===== config.mk =====
export PLATFORM = sky130hd
export DESIGN_NAME = axi_lite_if_s_reg_slice_flat
export DESIGN_NICKNAME = d
export VERILOG_FILES = /design/src/rtl/axi_lite_if_s_reg_slice_if.sv /design/src/rtl/axi_lite_if_s_reg_slice.sv /design/src/flat_wrapper.sv
export SDC_FILE = /design/constraint.sdc
export NUM_CORES = 1
export LEC_CHECK = 0
export ABC_AREA = 0
export BUFFER_PORTS_ARGS = -buffer_cell sky130_fd_sc_hd__buf_2
export CORE_MARGIN = 1.5
export CORE_UTILIZATION = 52
export DETAILED_ROUTE_END_ITERATION = 6
export PLACE_DENSITY = 0.86
export SLEW_MARGIN = 20
export SYNTH_ARGS = -nofsm -noshare
export SYNTH_HDL_FRONTEND = slang
export SYNTH_SLANG_ARGS = --single-unit

===== constraint.sdc =====
create_clock -name axil_aclk -period 1.7 [get_ports axil_aclk]
set_input_delay 0.17 -clock axil_aclk [delete_from_list [all_inputs] [get_ports axil_aclk]]
set_output_delay 0.17 -clock axil_aclk [all_outputs]
set_load 0.05 [all_outputs]

===== src/rtl/axi_lite_if_s_reg_slice_if.sv =====
// AXI4-Lite bus bundle carrying the five channels (AW, W, B, AR, R).
// The master view drives requests and accepts responses; the slave view mirrors it.
interface axi_lite_if #(
  parameter int ADDR_W = 32,
  parameter int DATA_W = 32
);
  logic              aw_valid;
  logic [ADDR_W-1:0] aw_addr;
  logic              aw_ready;
  logic              w_valid;
  logic [DATA_W-1:0] w_data;
  logic              w_ready;
  logic              b_valid;
  logic [1:0]        b_resp;
  logic              b_ready;
  logic              ar_valid;
  logic [ADDR_W-1:0] ar_addr;
  logic              ar_ready;
  logic              r_valid;
  logic [DATA_W-1:0] r_data;
  logic [1:0]        r_resp;
  logic              r_ready;

  modport master (
    output aw_valid, aw_addr, input  aw_ready,
    output w_valid,  w_data,  input  w_ready,
    input  b_valid,  b_resp,  output b_ready,
    output ar_valid, ar_addr, input  ar_ready,
    input  r_valid,  r_data,  r_resp, output r_ready
  );

  modport slave (
    input  aw_valid, aw_addr, output aw_ready,
    input  w_valid,  w_data,  output w_ready,
    output b_valid,  b_resp,  input  b_ready,
    input  ar_valid, ar_addr, output ar_ready,
    output r_valid,  r_data,  r_resp, input r_ready
  );
endinterface


===== src/rtl/axi_lite_if_s_reg_slice.sv =====
// Flat AXI4-Lite slave port to axi_lite_if master bridge: each of the five channels
// is either wired straight through or cut by a full-throughput two-entry skid slice.
module axil_skid_slice #(
  parameter int W   = 32,
  parameter bit REG = 1'b1
) (
  input  logic         clk,
  input  logic         rst_n,
  input  logic         in_valid,
  input  logic [W-1:0] in_data,
  output logic         in_ready,
  output logic         out_valid,
  output logic [W-1:0] out_data,
  input  logic         out_ready
);
  if (REG) begin : g_slice
    logic         main_valid;
    logic [W-1:0] main_data;
    logic         skid_valid;
    logic [W-1:0] skid_data;
    logic         ready_q;
    logic         in_hs;
    logic         main_free;

    assign in_hs     = in_valid && ready_q;
    assign main_free = !main_valid || out_ready;

    always_ff @(posedge clk or negedge rst_n) begin
      if (!rst_n) begin
        // NOTE: payload flops are reset as well so the bus reads all-zero out of reset.
        main_valid <= 1'b0;
        main_data  <= '0;
        skid_valid <= 1'b0;
        skid_data  <= '0;
        ready_q    <= 1'b0;
      end else begin
        // NOTE: non-blocking assignments so every branch sees the pre-edge state.
        if (main_free) begin
          if (skid_valid) begin
            main_valid <= 1'b1;
            main_data  <= skid_data;
            skid_valid <= 1'b0;
          end else begin
            main_valid <= in_hs;
            if (in_hs) main_data <= in_data;
          end
        end else if (in_hs) begin
          skid_valid <= 1'b1;
          skid_data  <= in_data;
        end
        // Registered ready tracks "skid will be empty after this edge".
        ready_q <= main_free || !(skid_valid || in_hs);
      end
    end

    assign in_ready  = ready_q;
    assign out_valid = main_valid;
    assign out_data  = main_data;
  end else begin : g_pass
    assign out_valid = in_valid;
    assign out_data  = in_data;
    assign in_ready  = out_ready;
  end
endmodule

module axi_lite_if_s_reg_slice #(
  parameter int              ADDR_W    = 32,
  parameter int              DATA_W    = 32,
  parameter logic [ADDR_W-1:0] ADDR_MASK = {ADDR_W{1'b1}},
  parameter bit              REG_AW    = 1'b1,
  parameter bit              REG_W     = 1'b1,
  parameter bit              REG_B     = 1'b1,
  parameter bit              REG_AR    = 1'b1,
  parameter bit              REG_R     = 1'b1
) (
  input  logic              axil_aclk,
  input  logic              axil_aresetn,
  input  logic              s_axil_awvalid,
  input  logic [ADDR_W-1:0] s_axil_awaddr,
  output logic              s_axil_awready,
  input  logic              s_axil_wvalid,
  input  logic [DATA_W-1:0] s_axil_wdata,
  output logic              s_axil_wready,
  output logic              s_axil_bvalid,
  output logic [1:0]        s_axil_bresp,
  input  logic              s_axil_bready,
  input  logic              s_axil_arvalid,
  input  logic [ADDR_W-1:0] s_axil_araddr,
  output logic              s_axil_arready,
  output logic              s_axil_rvalid,
  output logic [DATA_W-1:0] s_axil_rdata,
  output logic [1:0]        s_axil_rresp,
  input  logic              s_axil_rready,
  axi_lite_if.master        m_axil
);
  // The window mask sits ahead of the slice so both modes forward the same address.
  logic [ADDR_W-1:0] aw_addr_win;
  logic [ADDR_W-1:0] ar_addr_win;
  logic [DATA_W+1:0] r_in;
  logic [DATA_W+1:0] r_out;

  assign aw_addr_win = s_axil_awaddr & ADDR_MASK;
  assign ar_addr_win = s_axil_araddr & ADDR_MASK;
  assign r_in        = {m_axil.r_data, m_axil.r_resp};
  assign {s_axil_rdata, s_axil_rresp} = r_out;

  axil_skid_slice #(.W(ADDR_W), .REG(REG_AW)) u_aw (
    .clk(axil_aclk), .rst_n(axil_aresetn),
    .in_valid(s_axil_awvalid), .in_data(aw_addr_win), .in_ready(s_axil_awready),
    .out_valid(m_axil.aw_valid), .out_data(m_axil.aw_addr), .out_ready(m_axil.aw_ready)
  );

  axil_skid_slice #(.W(DATA_W), .REG(REG_W)) u_w (
    .clk(axil_aclk), .rst_n(axil_aresetn),
    .in_valid(s_axil_wvalid), .in_data(s_axil_wdata), .in_ready(s_axil_wready),
    .out_valid(m_axil.w_valid), .out_data(m_axil.w_data), .out_ready(m_axil.w_ready)
  );

  axil_skid_slice #(.W(2), .REG(REG_B)) u_b (
    .clk(axil_aclk), .rst_n(axil_aresetn),
    .in_valid(m_axil.b_valid), .in_data(m_axil.b_resp), .in_ready(m_axil.b_ready),
    .out_valid(s_axil_bvalid), .out_data(s_axil_bresp), .out_ready(s_axil_bready)
  );

  axil_skid_slice #(.W(ADDR_W), .REG(REG_AR)) u_ar (
    .clk(axil_aclk), .rst_n(axil_aresetn),
    .in_valid(s_axil_arvalid), .in_data(ar_addr_win), .in_ready(s_axil_arready),
    .out_valid(m_axil.ar_valid), .out_data(m_axil.ar_addr), .out_ready(m_axil.ar_ready)
  );

  axil_skid_slice #(.W(DATA_W + 2), .REG(REG_R)) u_r (
    .clk(axil_aclk), .rst_n(axil_aresetn),
    .in_valid(m_axil.r_valid), .in_data(r_in), .in_ready(m_axil.r_ready),
    .out_valid(s_axil_rvalid), .out_data(r_out), .out_ready(s_axil_rready)
  );
endmodule


===== src/flat_wrapper.sv =====
// flat-port wrapper written by rule: the top's interface ports become plain ports
module axi_lite_if_s_reg_slice_flat 
#(
  parameter int              ADDR_W    = 32,
  parameter int              DATA_W    = 32,
  parameter logic [ADDR_W-1:0] ADDR_MASK = {ADDR_W{1'b1}},
  parameter bit              REG_AW    = 1'b1,
  parameter bit              REG_W     = 1'b1,
  parameter bit              REG_B     = 1'b1,
  parameter bit              REG_AR    = 1'b1,
  parameter bit              REG_R     = 1'b1
)
  (axil_aclk, axil_aresetn, s_axil_awvalid, s_axil_awaddr, s_axil_awready, s_axil_wvalid, s_axil_wdata, s_axil_wready, s_axil_bvalid, s_axil_bresp, s_axil_bready, s_axil_arvalid, s_axil_araddr, s_axil_arready, s_axil_rvalid, s_axil_rdata, s_axil_rresp, s_axil_rready, m_axil_aw_valid, m_axil_aw_addr, m_axil_aw_ready, m_axil_w_valid, m_axil_w_data, m_axil_w_ready, m_axil_b_valid, m_axil_b_resp, m_axil_b_ready, m_axil_ar_valid, m_axil_ar_addr, m_axil_ar_ready, m_axil_r_valid, m_axil_r_data, m_axil_r_resp, m_axil_r_ready);
  axi_lite_if #(.ADDR_W(ADDR_W), .DATA_W(DATA_W)) m_axil_i ();
  input  logic axil_aclk;
  input  logic axil_aresetn;
  input  logic s_axil_awvalid;
  input  logic [ADDR_W-1:0] s_axil_awaddr;
  output logic s_axil_awready;
  input  logic s_axil_wvalid;
  input  logic [DATA_W-1:0] s_axil_wdata;
  output logic s_axil_wready;
  output logic s_axil_bvalid;
  output logic [1:0] s_axil_bresp;
  input  logic s_axil_bready;
  input  logic s_axil_arvalid;
  input  logic [ADDR_W-1:0] s_axil_araddr;
  output logic s_axil_arready;
  output logic s_axil_rvalid;
  output logic [DATA_W-1:0] s_axil_rdata;
  output logic [1:0] s_axil_rresp;
  input  logic s_axil_rready;
  output wire logic [$bits(m_axil_i.aw_valid)-1:0] m_axil_aw_valid;
  output wire logic [$bits(m_axil_i.aw_addr)-1:0] m_axil_aw_addr;
  input wire logic [$bits(m_axil_i.aw_ready)-1:0] m_axil_aw_ready;
  output wire logic [$bits(m_axil_i.w_valid)-1:0] m_axil_w_valid;
  output wire logic [$bits(m_axil_i.w_data)-1:0] m_axil_w_data;
  input wire logic [$bits(m_axil_i.w_ready)-1:0] m_axil_w_ready;
  input wire logic [$bits(m_axil_i.b_valid)-1:0] m_axil_b_valid;
  input wire logic [$bits(m_axil_i.b_resp)-1:0] m_axil_b_resp;
  output wire logic [$bits(m_axil_i.b_ready)-1:0] m_axil_b_ready;
  output wire logic [$bits(m_axil_i.ar_valid)-1:0] m_axil_ar_valid;
  output wire logic [$bits(m_axil_i.ar_addr)-1:0] m_axil_ar_addr;
  input wire logic [$bits(m_axil_i.ar_ready)-1:0] m_axil_ar_ready;
  input wire logic [$bits(m_axil_i.r_valid)-1:0] m_axil_r_valid;
  input wire logic [$bits(m_axil_i.r_data)-1:0] m_axil_r_data;
  input wire logic [$bits(m_axil_i.r_resp)-1:0] m_axil_r_resp;
  output wire logic [$bits(m_axil_i.r_ready)-1:0] m_axil_r_ready;
  assign m_axil_aw_valid = m_axil_i.aw_valid;
  assign m_axil_aw_addr = m_axil_i.aw_addr;
  assign m_axil_i.aw_ready = m_axil_aw_ready;
  assign m_axil_w_valid = m_axil_i.w_valid;
  assign m_axil_w_data = m_axil_i.w_data;
  assign m_axil_i.w_ready = m_axil_w_ready;
  assign m_axil_i.b_valid = m_axil_b_valid;
  assign m_axil_i.b_resp = m_axil_b_resp;
  assign m_axil_b_ready = m_axil_i.b_ready;
  assign m_axil_ar_valid = m_axil_i.ar_valid;
  assign m_axil_ar_addr = m_axil_i.ar_addr;
  assign m_axil_i.ar_ready = m_axil_ar_ready;
  assign m_axil_i.r_valid = m_axil_r_valid;
  assign m_axil_i.r_data = m_axil_r_data;
  assign m_axil_i.r_resp = m_axil_r_resp;
  assign m_axil_r_ready = m_axil_i.r_ready;
  axi_lite_if_s_reg_slice #(.ADDR_W(ADDR_W), .DATA_W(DATA_W), .ADDR_MASK(ADDR_MASK), .REG_AW(REG_AW), .REG_W(REG_W), .REG_B(REG_B), .REG_AR(REG_AR), .REG_R(REG_R)) u_core (.axil_aclk(axil_aclk), .axil_aresetn(axil_aresetn), .s_axil_awvalid(s_axil_awvalid), .s_axil_awaddr(s_axil_awaddr), .s_axil_awready(s_axil_awready), .s_axil_wvalid(s_axil_wvalid), .s_axil_wdata(s_axil_wdata), .s_axil_wready(s_axil_wready), .s_axil_bvalid(s_axil_bvalid), .s_axil_bresp(s_axil_bresp), .s_axil_bready(s_axil_bready), .s_axil_arvalid(s_axil_arvalid), .s_axil_araddr(s_axil_araddr), .s_axil_arready(s_axil_arready), .s_axil_rvalid(s_axil_rvalid), .s_axil_rdata(s_axil_rdata), .s_axil_rresp(s_axil_rresp), .s_axil_rready(s_axil_rready), .m_axil(m_axil_i));
endmodule

==> impl_results.md <==
- Root Driver: clkbuf_16
- Cts bufs inserted: 29
- Die width: 157 microns
- Synthesized area: 12300 sq um
- Run status: completed
- Cell taking the most area after synthesis: dfrtp_1
- DR vias: 7997
- Vias per cell: 5.16
- H-tree levels: 1
- Clk slew on worst S/H paths: 0.06 ns
- Final net count: 1347
- Final Max Slew Viols: 0
- Initial Utilization: 52.8%
- Post-Syn Nets: 899
- Clock Tree Buf Depth: 3
- Post-route DRC: 0
- Pwr/cell area: 1540 nW/um^2
- Critical Path Fanout Max: 14
- Final min period: 1.53 ns
- Initial antenna violation count: 4
- FF+latch area: 6980 sq um
- First-pass GRT wire length: 47800 microns
- Synth Warn #: 0
- Fill cells: 1402
- Clk sinks: 279
- Post_cts resized: 0
- CTS tree: done
- CP required: 2.12 ns
- Rel. slew slack: 70.9%
- LEAKAGE: 7.53 nW
- Most instantiated library cell after synthesis: mux2_2
- Max Clk Rate: 0.653 GHz
- Post-Synthesis Cells: 755
- Final Setup Violations: 0
- Syn avg cell area: 16.3 sq um
- Final hold vios: 0
- Die span in y: 157 microns
- Area Overhead vs Synth: 34.9%
- I/O pins: 286
- Top cells by area, synth: dfrtp_1 (57%), mux2_2 (33%), mux2_4 (3.8%), buf_6 (2.8%), mux2_1 (0.64%)
- Tcrit/Tclk final: 90.0%
- Share of cells above drive strength 1: 62.5%
- Post-placement cell count: 1346
- Max_cap viols: 0
- Yosys cell types: 20
- Multi-input logic area: 4890 sq um
- CORE AREA: 23300 sq um
- Area of the die: 24600 sq um
- Worst path arrival time: 1.95 ns
- I/O Buffers: 285
- FF+latch count, synth: 279
- Largest net degree at the start of global routing: 52
- Kind of critical path: flip-flop to flip-flop
- Initial detailed-routing violation count: 285
- Top cell type's share of synthesized area: 56.7%
- Most frequent cells after synthesis: mux2_2 (358), dfrtp_1 (279), buf_6 (31), mux2_4 (31), buf_4 (9)
- Drt total wl: 30500 microns
- Post-synth EDFFs: 0
- Min-Delay Path Class: input port to asynchronous set/reset pin
- TritonRoute pass-1 iters: 6
- Antenna viol nets, final: 0
- GR Util All Layers: 24.8%
- Main synth FF type: dfrtp_1
- Vias in the first global route: 9044
- FP Rows: 56
- Final Non-Filler Cells: 1549
- Setup Skew: 0.00776 ns
- GP Congestion: 0.771
- Total gr overflow: 0
- RSZ-0062 raised after global routing: no
- VDD IR max: 1.15 mV
- TNS Setup: 0 ns
- Proportion of synthesized chip area in sequential cells: 56.7%
- Drt wl/cell: 19.7 microns
- Synth async-reset ratio: 100%
- Worst Tran Pin Value: 0.437 ns
- Startpoint type of the worst setup path: flip-flop
- Critical path endpoint category: flip-flop
- Clock Latency Late Sink: 0.53 ns
- DP HPWL: 18300 microns
-- critical path, stage by stage (launching register included) --
cell     delay (ns)
dfrtp_2        0.37
nor2b_4        0.25
nand3_4        0.25
buf_12         0.25
mux2_4         0.30
-- per-stage QoR --
step                worst slack (ns)  util [%]  total power [W]  hold WS (ns)  cell area [sq um]
floorplan                     0.0602         -           0.0164        -0.126              12300
global placement               0.234      60.7           0.0184         0.123              14200
detailed placement             0.190      60.7           0.0187         0.120              14200
CTS                            0.161      71.1           0.0254         0.151              16600
global route                   0.127      71.2           0.0265         0.182              16600
finish                         0.170      71.2           0.0255         0.153              16600
-- area by class of cell --
type | instances | area share, %
flip-flops and latches | 279 | 42.0
diodes | 5 | 0.0753
clock inverters | 9 | 0.618
inverters | 5 | 0.113
repair buffers | 457 | 20.0
clock buffers | 44 | 5.25
well taps | 319 | 2.40
multi-input cells | 431 | 29.5
-- logic make-up after synthesis --
family                 count (synthesis)  synth area share, %
flip-flops                           279                 56.7
AND/OR/NAND/NOR                       30                 2.02
multiplexers                         396                 37.2
buffers and inverters                 45                 3.54
AO/OA/AOI/OAI                          5                0.569
-- cell usage in the layout, fill, tap and decap left out, drive strengths merged --
cell and n:
clkbuf 44, buf 312, nand2 5, bufinv 2, nand2b 4, dfrtp 279
inv 5, diode 5, clkinvlp 3, clkinv 4, dlygate4sd3 145, nor2 10
mux2 396, a21oi 5, nand3 5, and2b 3, or2b 1, nor2b 2
-- per-layer routing --
metal,vias to the layer above,routed length [microns],track usage (%)
li1,3606,-,-
met1,4029,11700,28.3
met2,290,15900,45.3
met3,72,2060,5.98
met4,0,872,8.34
met5,-,0,0
-- flip-flops by register name (all words and copies together) (netlist names), 2 cells and up --
signal	cells
u_core.u_ar.g_slice.skid_data	32
u_core.u_ar.out_data	32
u_core.u_aw.g_slice.skid_data	32
u_core.u_aw.out_data	32
u_core.u_b.g_slice.skid_data	2
u_core.u_b.out_data	2
u_core.u_r.g_slice.skid_data	34
u_core.u_r.out_data	34
u_core.u_w.g_slice.skid_data	32
u_core.u_w.out_data	32
-- final timing paths --
path | startpoint | end | slack (ns) | cells past startpoint
max | u_core.u_r.out_valid$_DFFE_PN0P_ | u_core.u_r.g_slice.skid_data[24]$_DFFE_PN0P_ | 0.17 | 4
min | axil_aresetn | u_core.u_w.out_data[30]$_DFFE_PN0P_ | 0.15 | 2
max reg2reg | u_core.u_r.out_valid$_DFFE_PN0P_ | u_core.u_r.g_slice.skid_data[24]$_DFFE_PN0P_ | 0.17 | 4
min reg2reg | u_core.u_w.g_slice.skid_data[15]$_DFFE_PN0P_ | u_core.u_w.g_slice.skid_data[15]$_DFFE_PN0P_ | 0.49 | 1
max in group asynchronous | axil_aresetn | u_core.u_r.out_valid$_DFFE_PN0P_ | 0.90 | 3
min in group axil_aclk | m_axil_r_data[26] | u_core.u_r.g_slice.skid_data[28]$_DFFE_PN0P_ | 0.41 | 3
-- power by group --
group	leakage (nW)	switching (W)	total, W	internal (W)
Combinational	3.78	0.00591	0.00931	0.00341
Clock	0.474	0.00260	0.00642	0.00382
Sequential	3.27	0.00114	0.00978	0.00863
-- timing repair --
action,CTS,global route
buffers inserted,0,0
endpoints found under the setup margin,0,0
hold buffers,145,0
hold endpoints to repair,484,0
Power figures use the tool's default switching activity.
